===== src/rtl/connect_pkg.sv =====
// Shared types and cell codes for the Connect4 win detector.
package connect_pkg;

   localparam logic [1:0] CELL_EMPTY = 2'b00;
   localparam logic [1:0] CELL_P1    = 2'b01;
   localparam logic [1:0] CELL_P2    = 2'b10;

   typedef enum logic [1:0] {
      WIN_H  = 2'b00,
      WIN_V  = 2'b01,
      WIN_DU = 2'b10,
      WIN_DD = 2'b11
   } win_kind_t;

   typedef enum logic [1:0] {
      ST_IDLE  = 2'b00,
      ST_SCAN  = 2'b01,
      ST_DRAIN = 2'b10,
      ST_DONE  = 2'b11
   } check_state_t;

endpackage


===== src/rtl/connect_window_eval.sv =====
// Combinational line detector for one arriving row mask against the row history.
// Diagonal detectors are built only when CONNECT_DIAG_EN is defined.
module connect_window_eval
   import connect_pkg::*;
#(
   parameter int COLS    = 8,
   parameter int WIN_LEN = 4
) (
   input  logic [COLS-1:0]                 mask,
   input  logic [WIN_LEN-2:0][COLS-1:0]    hist,
   input  logic                            hist_full,
   output logic [3:0]                      hit_flags,
   output win_kind_t                       kind
);

   logic [COLS-1:0] acc_h_s;
   logic [COLS-1:0] acc_v_s;
   logic            hit_h_s;
   logic            hit_v_s;
   logic            hit_du_s;
   logic            hit_dd_s;

   // Bit c of acc_h_s survives only if cells c..c+WIN_LEN-1 all match; acc_v_s stacks columns.
   always_comb begin
      acc_h_s = mask;
      acc_v_s = mask;
      for (int i = 1; i < WIN_LEN; i++) begin
         acc_h_s = acc_h_s & (mask >> i);
         acc_v_s = acc_v_s & hist[i-1];
      end
   end

   assign hit_h_s = |acc_h_s;
   assign hit_v_s = hist_full & (|acc_v_s);

`ifdef CONNECT_DIAG_EN
   logic [COLS-1:0] acc_du_s;
   logic [COLS-1:0] acc_dd_s;

   // Shifting older masks aligns column c-i (rising) or c+i (falling); shifted-in zeros never match.
   always_comb begin
      acc_du_s = mask;
      acc_dd_s = mask;
      for (int i = 1; i < WIN_LEN; i++) begin
         acc_du_s = acc_du_s & (hist[i-1] << i);
         acc_dd_s = acc_dd_s & (hist[i-1] >> i);
      end
   end

   assign hit_du_s = hist_full & (|acc_du_s);
   assign hit_dd_s = hist_full & (|acc_dd_s);
`else
   assign hit_du_s = 1'b0;
   assign hit_dd_s = 1'b0;
`endif

   assign hit_flags = {hit_dd_s, hit_du_s, hit_v_s, hit_h_s};

   // Priority encode the reported kind.
   always_comb begin
      if (hit_h_s) begin
         kind = WIN_H;
      end else if (hit_v_s) begin
         kind = WIN_V;
      end else if (hit_du_s) begin
         kind = WIN_DU;
      end else if (hit_dd_s) begin
         kind = WIN_DD;
      end else begin
         kind = WIN_H;
      end
   end

endmodule


===== config.mk =====
export PLATFORM = sky130hd
export DESIGN_NAME = connect_window_eval
export DESIGN_NICKNAME = d
export VERILOG_FILES = /design/src/rtl/connect_pkg.sv /design/src/rtl/connect_window_eval.sv
export SDC_FILE = /design/constraint.sdc
export NUM_CORES = 1
export LEC_CHECK = 0
export BUFFER_PORTS_ARGS = -buffer_cell sky130_fd_sc_hd__buf_2
export CAP_MARGIN = 20
export CELL_PAD_IN_SITES_DETAIL_PLACEMENT = 0
export CELL_PAD_IN_SITES_GLOBAL_PLACEMENT = 1
export CORE_MARGIN = 2
export CORE_UTILIZATION = 10
export DETAILED_ROUTE_END_ITERATION = 10
export GPL_ROUTABILITY_DRIVEN = 0
export PLACE_DENSITY_LB_ADDON = 0.3
export SYNTH_ARGS = -nofsm -noshare
export SYNTH_HDL_FRONTEND = slang
export SYNTH_SLANG_ARGS = --single-unit

===== constraint.sdc =====
create_clock -name vclk -period 0.8
set_input_delay 0.08 -clock vclk [all_inputs]
set_output_delay 0.08 -clock vclk [all_outputs]
set_load 0.1 [all_outputs]

# == Word level (Yosys, flattened, before mapping) ==
# Cells that the tools add are included.
# op_classes
muxes,2
bitwise,7
n_reduce_logical,2
# op_table
cell,n
8-bit AND,3
8-bit OR reduction,2
8-bit by 5-bit AND with 8-bit output,1
8-bit by 6-bit AND with 8-bit output,1
8-bit by 7-bit AND with 8-bit output,1
2-bit 2-to-1 mux,1
1-bit AND,1
1-bit 2-to-1 mux,1
# totals
reg_bits,0
word_cells,11

# == Longest topological paths before layout ==
# Gate-level depths: netlist of run 1.
# logic_depth
ltp_word,7
depth_mapped,5
ltp_nobuf,4

# == Worst setup path after synthesis of run 1 ==
# Ideal clock, no wire load.
# synth_path
path_type,input -> output
startpoint,input mask[0]
endpoint,output kind[0]
arrival_time_ns,1.687
t_required_ns,0.720
slack_ns,-0.967
cell_stages,4
n_path_buf,0
path_cell_list,o21a_1 a21oi_1 o21ai_1 nor2_1
# synth_via
elab_cells_between_ends,11
classes_between,mux (2); bitwise (7); reduce/logical (2)
# synth_rtl
element,line,rtl
from (decl),connect_window_eval.sv:9,"input logic [COLS-1:0] mask,"
8-bit by 7-bit AND with 8-bit output,connect_window_eval.sv:28,acc_h_s = acc_h_s & (mask >> i);
8-bit by 6-bit AND with 8-bit output,connect_window_eval.sv:28,
8-bit by 5-bit AND with 8-bit output,connect_window_eval.sv:28,
8-bit OR reduction,connect_window_eval.sv:33,assign hit_h_s = |acc_h_s;
named net hit_h_s,connect_window_eval.sv:18,logic hit_h_s;
2-bit 2-to-1 mux,connect_window_eval.sv:61,if (hit_h_s) begin
to (decl),connect_window_eval.sv:13,output win_kind_t kind
# The timed path passes the listed nets, and every way through them passes these cells.

# == Final worst setup path of run 1 ==
# layout_path
startpoint,input mask[0]
endpoint,output kind[0]
# layout_via
elab_chain_len,7
elab_cells_between_ends,11
classes_between,mux (2); bitwise (7); reduce/logical (2)
# layout_rtl
element,line,rtl
8-bit AND (3 in series),connect_window_eval.sv:29,acc_v_s = acc_v_s & hist[i-1];
8-bit OR reduction,connect_window_eval.sv:34,assign hit_v_s = hist_full & (|acc_v_s);
1-bit AND,connect_window_eval.sv:34,
1-bit 2-to-1 mux,connect_window_eval.sv:63,end else if (hit_v_s) begin
2-bit 2-to-1 mux (*),connect_window_eval.sv:61,
# Mark *: on every way between the ends. The rest lies on a longest branch, timed or not.

==> results of run 1 <==
per-stage QoR:
stage | setup TNS, ns | utilization [%] | setup slack [ns] | hold WS, ns | total power, mW
floorplan | -0.436 | - | -0.223 | 0.465 | 0.210
global placement | -0.683 | 31.0 | -0.255 | 0.587 | 0.360
detailed placement | -0.681 | 31.0 | -0.260 | 0.595 | 0.362
CTS | -0.408 | 37.3 | -0.168 | 0.576 | 0.405
global route | -0.633 | 40.2 | -0.221 | 0.642 | 0.452
finish | -0.479 | 40.2 | -0.178 | 0.606 | 0.430
power by group through the flow:
stage | Sequential (mW) | Clock [mW] | Combinational (mW)
after floorplan | 0 | 0 | 0.210
after global placement | 0 | 0 | 0.360
after detailed placement | 0 | 0 | 0.362
after CTS | 0 | 0 | 0.405
after global routing | 0 | 0 | 0.452
final | 0 | 0 | 0.430
final timing paths:
path | startpoint | endpoint | slack, ns | cells past startpoint
worst max-delay path | mask[0] | kind[0] | -0.18 | 6
worst min-delay path | hist_full | hit_flags[1] | 0.61 | 5
cell type report:
type                            count  share of cell area, %
Multi-Input combinational cell     20                   29.6
Timing Repair Buffer               44                   66.2
Inverter                            1                  0.699
Tap cell                           15                   3.50
logic make-up after synthesis:
logic type             after synthesis  share of synthesized area, %
AND/OR/NAND/NOR                     12                          47.9
buffers and inverters                6                          28.2
AO/OA/AOI/OAI                        5                          21.4
other                                1                          2.56
routing by layer:
| metal | vias to the layer above | track usage [%] | share of wire (%) |
|---|---|---|---|
| met3 | 0 | 0.431 | 14 |
| li1 | 174 | - | - |
| met2 | 28 | 18.2 | 49 |
| met5 | - | 0 | 0 |
| met1 | 141 | 10.6 | 37 |
| met4 | 0 | 0 | 0 |
critical path: stages:
cell,delay [ns]
buf_6,0.09
o21a_1,0.18
a21oi_2,0.16
o21ai_4,0.08
nor2_4,0.13
buf_12,0.18
repair_timing:
| action | CTS | global route |
|---|---|---|
| buffers inserted | 1 | 1 |
| pin swaps | 12 | 3 |
| resized for setup | 17 | 6 |
| endpoints found under the setup margin | 3 | 3 |
cells in the final DEF (no fill, tap or decap), drive strengths merged:
cell     Yosys  layout
nor2         1       1
nand2        1       1
a21oi        1       1
o21ai        2       2
buf          5      44
conb         1       3
o2111ai      1       1
inv          1       1
o21a         1       1
nand4       10      10
==> results.md, run 1 <==
Setup path:
- For the worst setup path, the data required time is 0.72 ns.
- The capturing element type of the critical path is a primary output.
- The worst setup path is of the input pin to primary output kind.
- STA classifies the critical path startpoint as an input pin.
- At the worst endpoint, the arrival time is 0.90 ns.
- The largest driver fanout on the critical path is 2.

Yosys:
- The mean cell area of the mapped netlist is 6.10 sq um.
- The count of mapped cells out of synthesis is 24.
- Sorting the synthesized cells by how often they occur yields 10 x nand4_1, 5 x buf_4.
- Sorting the synthesized cells by area gives the leading types as nand4_1 43%, buf_4 26%, o2111ai_1 6.0%.
- The number of unique standard cell types used by synthesis is 11.
- For this run, the register share of the synthesized area comes to 0%.
- In this run the cell area of the synthesized design comes to 146 sq um.
- For this run, the number of Yosys warnings is 0.
- The area share of the leading cell type in the synthesized netlist is 42.7%.
- The largest area contributor in the synthesized netlist is nand4_1.
- nand4_1 is the most common cell in the netlist.

Global route:
- The sum of overflow across all layers after global routing is 0.
- The number of antenna violations at the first check in global routing is 0.
- The maximum number of pins on one net before global-route repair is 4.
- The via count of the first global-routing pass is 337.
- The first global-routing pass estimated 1320 um of wire.
- The total routing resource utilization after global routing is 8.93%.

Die:
- The starting density of the core is 11.0%.
- The die width is 42.3 um.
- The core region area is 1330 sq um.
- The I/O pin count is 39.
- The die covers 1790 sq um.
- The vertical die dimension is 42.3 um.
- The floorplan has 13 rows.

Final layout:
- The area occupied by multi-input gates is 159 sq um.
- The flip-flop and latch count is 0.
- Registers take 0 sq um.
- The filler cells instantiated in the layout total 147.
- The area growth from synthesis to layout is 267%.
- The final layout contains 100 nets.
- After the flow finishes, the layout carries non-filler instances totaling 80.
- The fraction of layout cells with a size suffix above 1 is 78.5%.
- The final design area excluding fillers is 537 sq um.
- The number of diodes is 0.
- The clock buffers instantiated in the layout total 0.

Pwr:
- Of the total power, the share spent switching nets is 55.3%.
- The clock network accounts for 0% of the total power.
- The ratio of total power to cell area is 801 nW/um^2.
- The power share of the sequential group is 0%.
- The leakage power summed over all cells is 0.266 nW.
- The cell-internal power is 192 uW.
- The combinational power share is 100.0%.
- The maximum vdd ir drop is 0.289 mV.
- The switching power is 238 uW.

Timing:
- Setup repair after global routing could not meet its margin everywhere.
- The count of final setup violators is 3.
- The maximum operating frequency is 1020 MHz.
- The number of pins with negative max-slew slack in the final report is 0.
- The smallest setup slack after layout is -0.178 ns.
- The final critical-path required period is 0.978 ns.
- The count of final hold-check violations came to 0.
- The final critical path takes up 122% of the cycle.

Run status:
- The run finished, with violations left.
- The checks that failed: negative setup slack.

Placed design:
- Including well taps, the total number of placed cells is 78.
- In this run the cell area measured after placement is 413 sq um.
- During placement, the flow inserted port buffers numbering 36.
- Summed over all nets, the half-perimeter wirelength after detailed placement is 720 um.

Flow run:
- The number of max-cap violations is 0.

Min path:
- The tightest min-delay check is of the input pin to primary output type.

Clocking:
- After clock tree synthesis, the flow added hold-fix buffers numbering 0.

Drt:
- The mean routed wirelength per cell is 9.96 um.
- The total wire length after detailed routing is 797 um.
- After the first detailed-routing iteration, the DRC count stood at 4.
- For this run, design rule violations remaining after detail routing come to 0.
- The mean number of vias per cell is 4.29.
- The final antenna-violating net count is 0.
- The number of vias in the routed layout is 343.
- Before antenna repair, the detailed router went through 2 iterations.
No activity file was read; power rests on OpenSTA's default activity.
==> inputs of run 2 (changes only) <==
--- a/config.mk
+++ b/config.mk
@@ -14,6 +14,7 @@
 export DETAILED_ROUTE_END_ITERATION = 10
 export GPL_ROUTABILITY_DRIVEN = 0
 export PLACE_DENSITY_LB_ADDON = 0.3
+export SLEW_MARGIN = 40
 export SYNTH_ARGS = -nofsm -noshare
 export SYNTH_HDL_FRONTEND = slang
 export SYNTH_SLANG_ARGS = --single-unit
==> constraint.sdc (replaced) <==
create_clock -name vclk -period 0.8
set_input_delay 0.08 -clock vclk [all_inputs]
set_output_delay 0.08 -clock vclk [all_outputs]
set_load 0.05 [all_outputs]
==> run 2 against run 1 <==
Critical path type unchanged; largest power group unchanged; largest cell class unchanged; sequential share of layout area unchanged; wire length rose by 2.1%; final cell count down 7.5%; the flow still finishes with violations (negative setup slack).
==> results.md, run 2 (synthesis results as in run 1) <==
Min path:
- The class of the most critical hold timing path is input pin to primary output (unchanged).

Final layout:
- The number of diodes is 0 (unchanged).
- The number of clock buffers in the layout is 0 (unchanged).
- Commonest non-fill, non-tap cells in the layout: 21 x buf_2, 15 x buf_6, 10 x nand4_1 (was 23 x buf_2, 10 x nand4_1, 10 x buf_6).
- The final design area excluding fillers is 443 sq um (was 537 sq um).
- The fraction of layout cells with a size suffix above 1 is 71.2% (was 78.5%).
- The flip-flop and latch count came to 0 (unchanged).
- The number of standard cells in the layout, taps in and fillers out is 74 (was 80).
- The area added between synthesis and finish was 203% (was 267%).
- The share of the core filled with cells is 33.2% (was 40.2%).
- The area taken by flip-flops and latches was 0 sq um (unchanged).
- The layout net count is 94 (was 100).
- The most common library cell in the layout ignoring fill and taps is buf_2 (unchanged).

Timing:
- The count of final setup violators is 3 (unchanged).
- Setup repair after global routing missed its margin: yes (unchanged).
- The smallest setup slack after layout is -0.106 ns (was -0.178 ns).
- The final critical-path required period is 0.906 ns (was 0.978 ns).
- The count of final hold-check violations is 0 (unchanged).
- The maximum operating frequency is 1100 MHz (was 1020 MHz).
- The final setup TNS is -0.238 ns (was -0.479 ns).
- The final cycle utilization of the critical path came to 113% (was 122%).
- The final hold slack was 0.526 ns (was 0.606 ns).
- The number of pins with negative max-slew slack in the final report was 0 (unchanged).

Pwr:
- The total power after layout came to 282 uW (was 430 uW).
- The maximum vdd ir drop came to 0.245 mV (was 0.289 mV).
- The leakage power summed over all cells is 0.230 nW (was 0.266 nW).
- The ratio of total power to cell area is 636 nW/um^2 (was 801 nW/um^2).

Drt:
- The detailed-routed wire length on met2 was 368 um (was 391 um).
- The mean routed wirelength per cell is 11.0 um (was 9.96 um).
- The wire length on met1 is 297 um (was 295 um).
- The mean number of vias per cell was 4.28 (was 4.29).
- The final antenna-violating net count was 0 (unchanged).
- The number of vias in the routed layout is 317 (was 343).
- The routed length on met3 is 148 um (was 109 um).
- The final routed DRC violation total came to 0 (unchanged).
- The uppermost layer routed is met3 (unchanged).
- The total wire length after detailed routing is 814 um (was 797 um).
- The count of TritonRoute iterations in the first routing pass came to 1 (was 2).
- The number of DRC markers after the initial detailed-route iteration is 0 (was 4).

Placed design:
- The placement-stage worst setup slack is -0.237 ns (was -0.260 ns).
- The HPWL reported at the end of detailed placement is 711 um (was 720 um).
- The number of placed instances with taps included is 74 (was 78).
- The cell area after placement was 338 sq um (was 413 sq um).
- The total of buffers placed on input and output ports is 36 (unchanged).

Global route:
- The sum of overflow across all layers after global routing is 0 (unchanged).
- The via count of the first global-routing pass is 314 (was 337).
- The total routing resource utilization after global routing was 9.28% (was 8.93%).
- The number of antenna violations at the first check in global routing is 0 (unchanged).
- The maximum number of pins on one net before global-route repair is 5 (was 4).
- The global-route wire length before repair is 1350 um (was 1320 um).

Setup path:
- The required time at the worst-slack endpoint is 0.72 ns (about the same).
- The largest driver fanout on the critical path came to 2 (unchanged).
- The critical path data arrival time was 0.83 ns (was 0.90 ns).
- The startpoint class of the critical path is an input pin (unchanged).
- The kind of critical path is input pin to primary output (unchanged).
- The capturing element type of the critical path is a primary output (unchanged).

Run status:
- Status: complete, but fails checks (unchanged).
- Violated checks: negative setup slack (unchanged).

Die:
- The overall die area is 1790 sq um (unchanged).
- The vertical die dimension came to 42.3 um (unchanged).
- The starting density of the core came to 11.0% (unchanged).
- The core region area came to 1330 sq um (unchanged).
- The I/O pin count is 39 (unchanged).
- The floorplan row count came to 13 (unchanged).
- The die width is 42.3 um (unchanged).

Clocking:
- The number of buffers inserted by post-CTS setup repair is 0 (was 1).

Flow run:
- The number of max-cap violations is 0 (unchanged).
run 2: cell count changes in the layout (fill, tap and decap cells not counted), sizes merged:
cell / previous run / this run
buf: 44 / 38
run 2: timing repair:
action	4_1_cts	5_1_grt
pin swaps	5	0
gates resized for setup	22	0
hold buffers	0	0
setup endpoints to repair	3	3
cloned	0	0
run 2: where the power goes:
group	internal (mW)	leakage (nW)	switching, mW
registers	0	0	0
logic	0.142	0.230	0.140
clock network	0	0	0
total	0.142	0.230	0.140
run 2: area by class of cell:
cell class | instances | area [sq um]
timing repair buffer | 38 | 289
tap | 15 | 18.8
multi-input combinational | 20 | 131
fill | 162 | 891
inverter | 1 | 3.75
run 2: worst max-delay path, stage by stage:
cell	delay, ns
buf_6	0.09
o21a_1	0.19
a21oi_2	0.12
o21ai_2	0.10
nor2_4	0.09
buf_6	0.15
run 2: worst paths after layout:
path | startpoint | end | slack (ns) | cells after the start
worst max-delay path | mask[0] | kind[0] | -0.11 | 6
worst min-delay path | hist_full | kind[0] | 0.53 | 4
run 2: metal layers:
layer / up-vias / global-route usage, %
li1: 161 / -
met3: 0 / 2.59
met2: 28 / 16.9
met5: - / 0
met1: 128 / 11.4
met4: 0 / 0
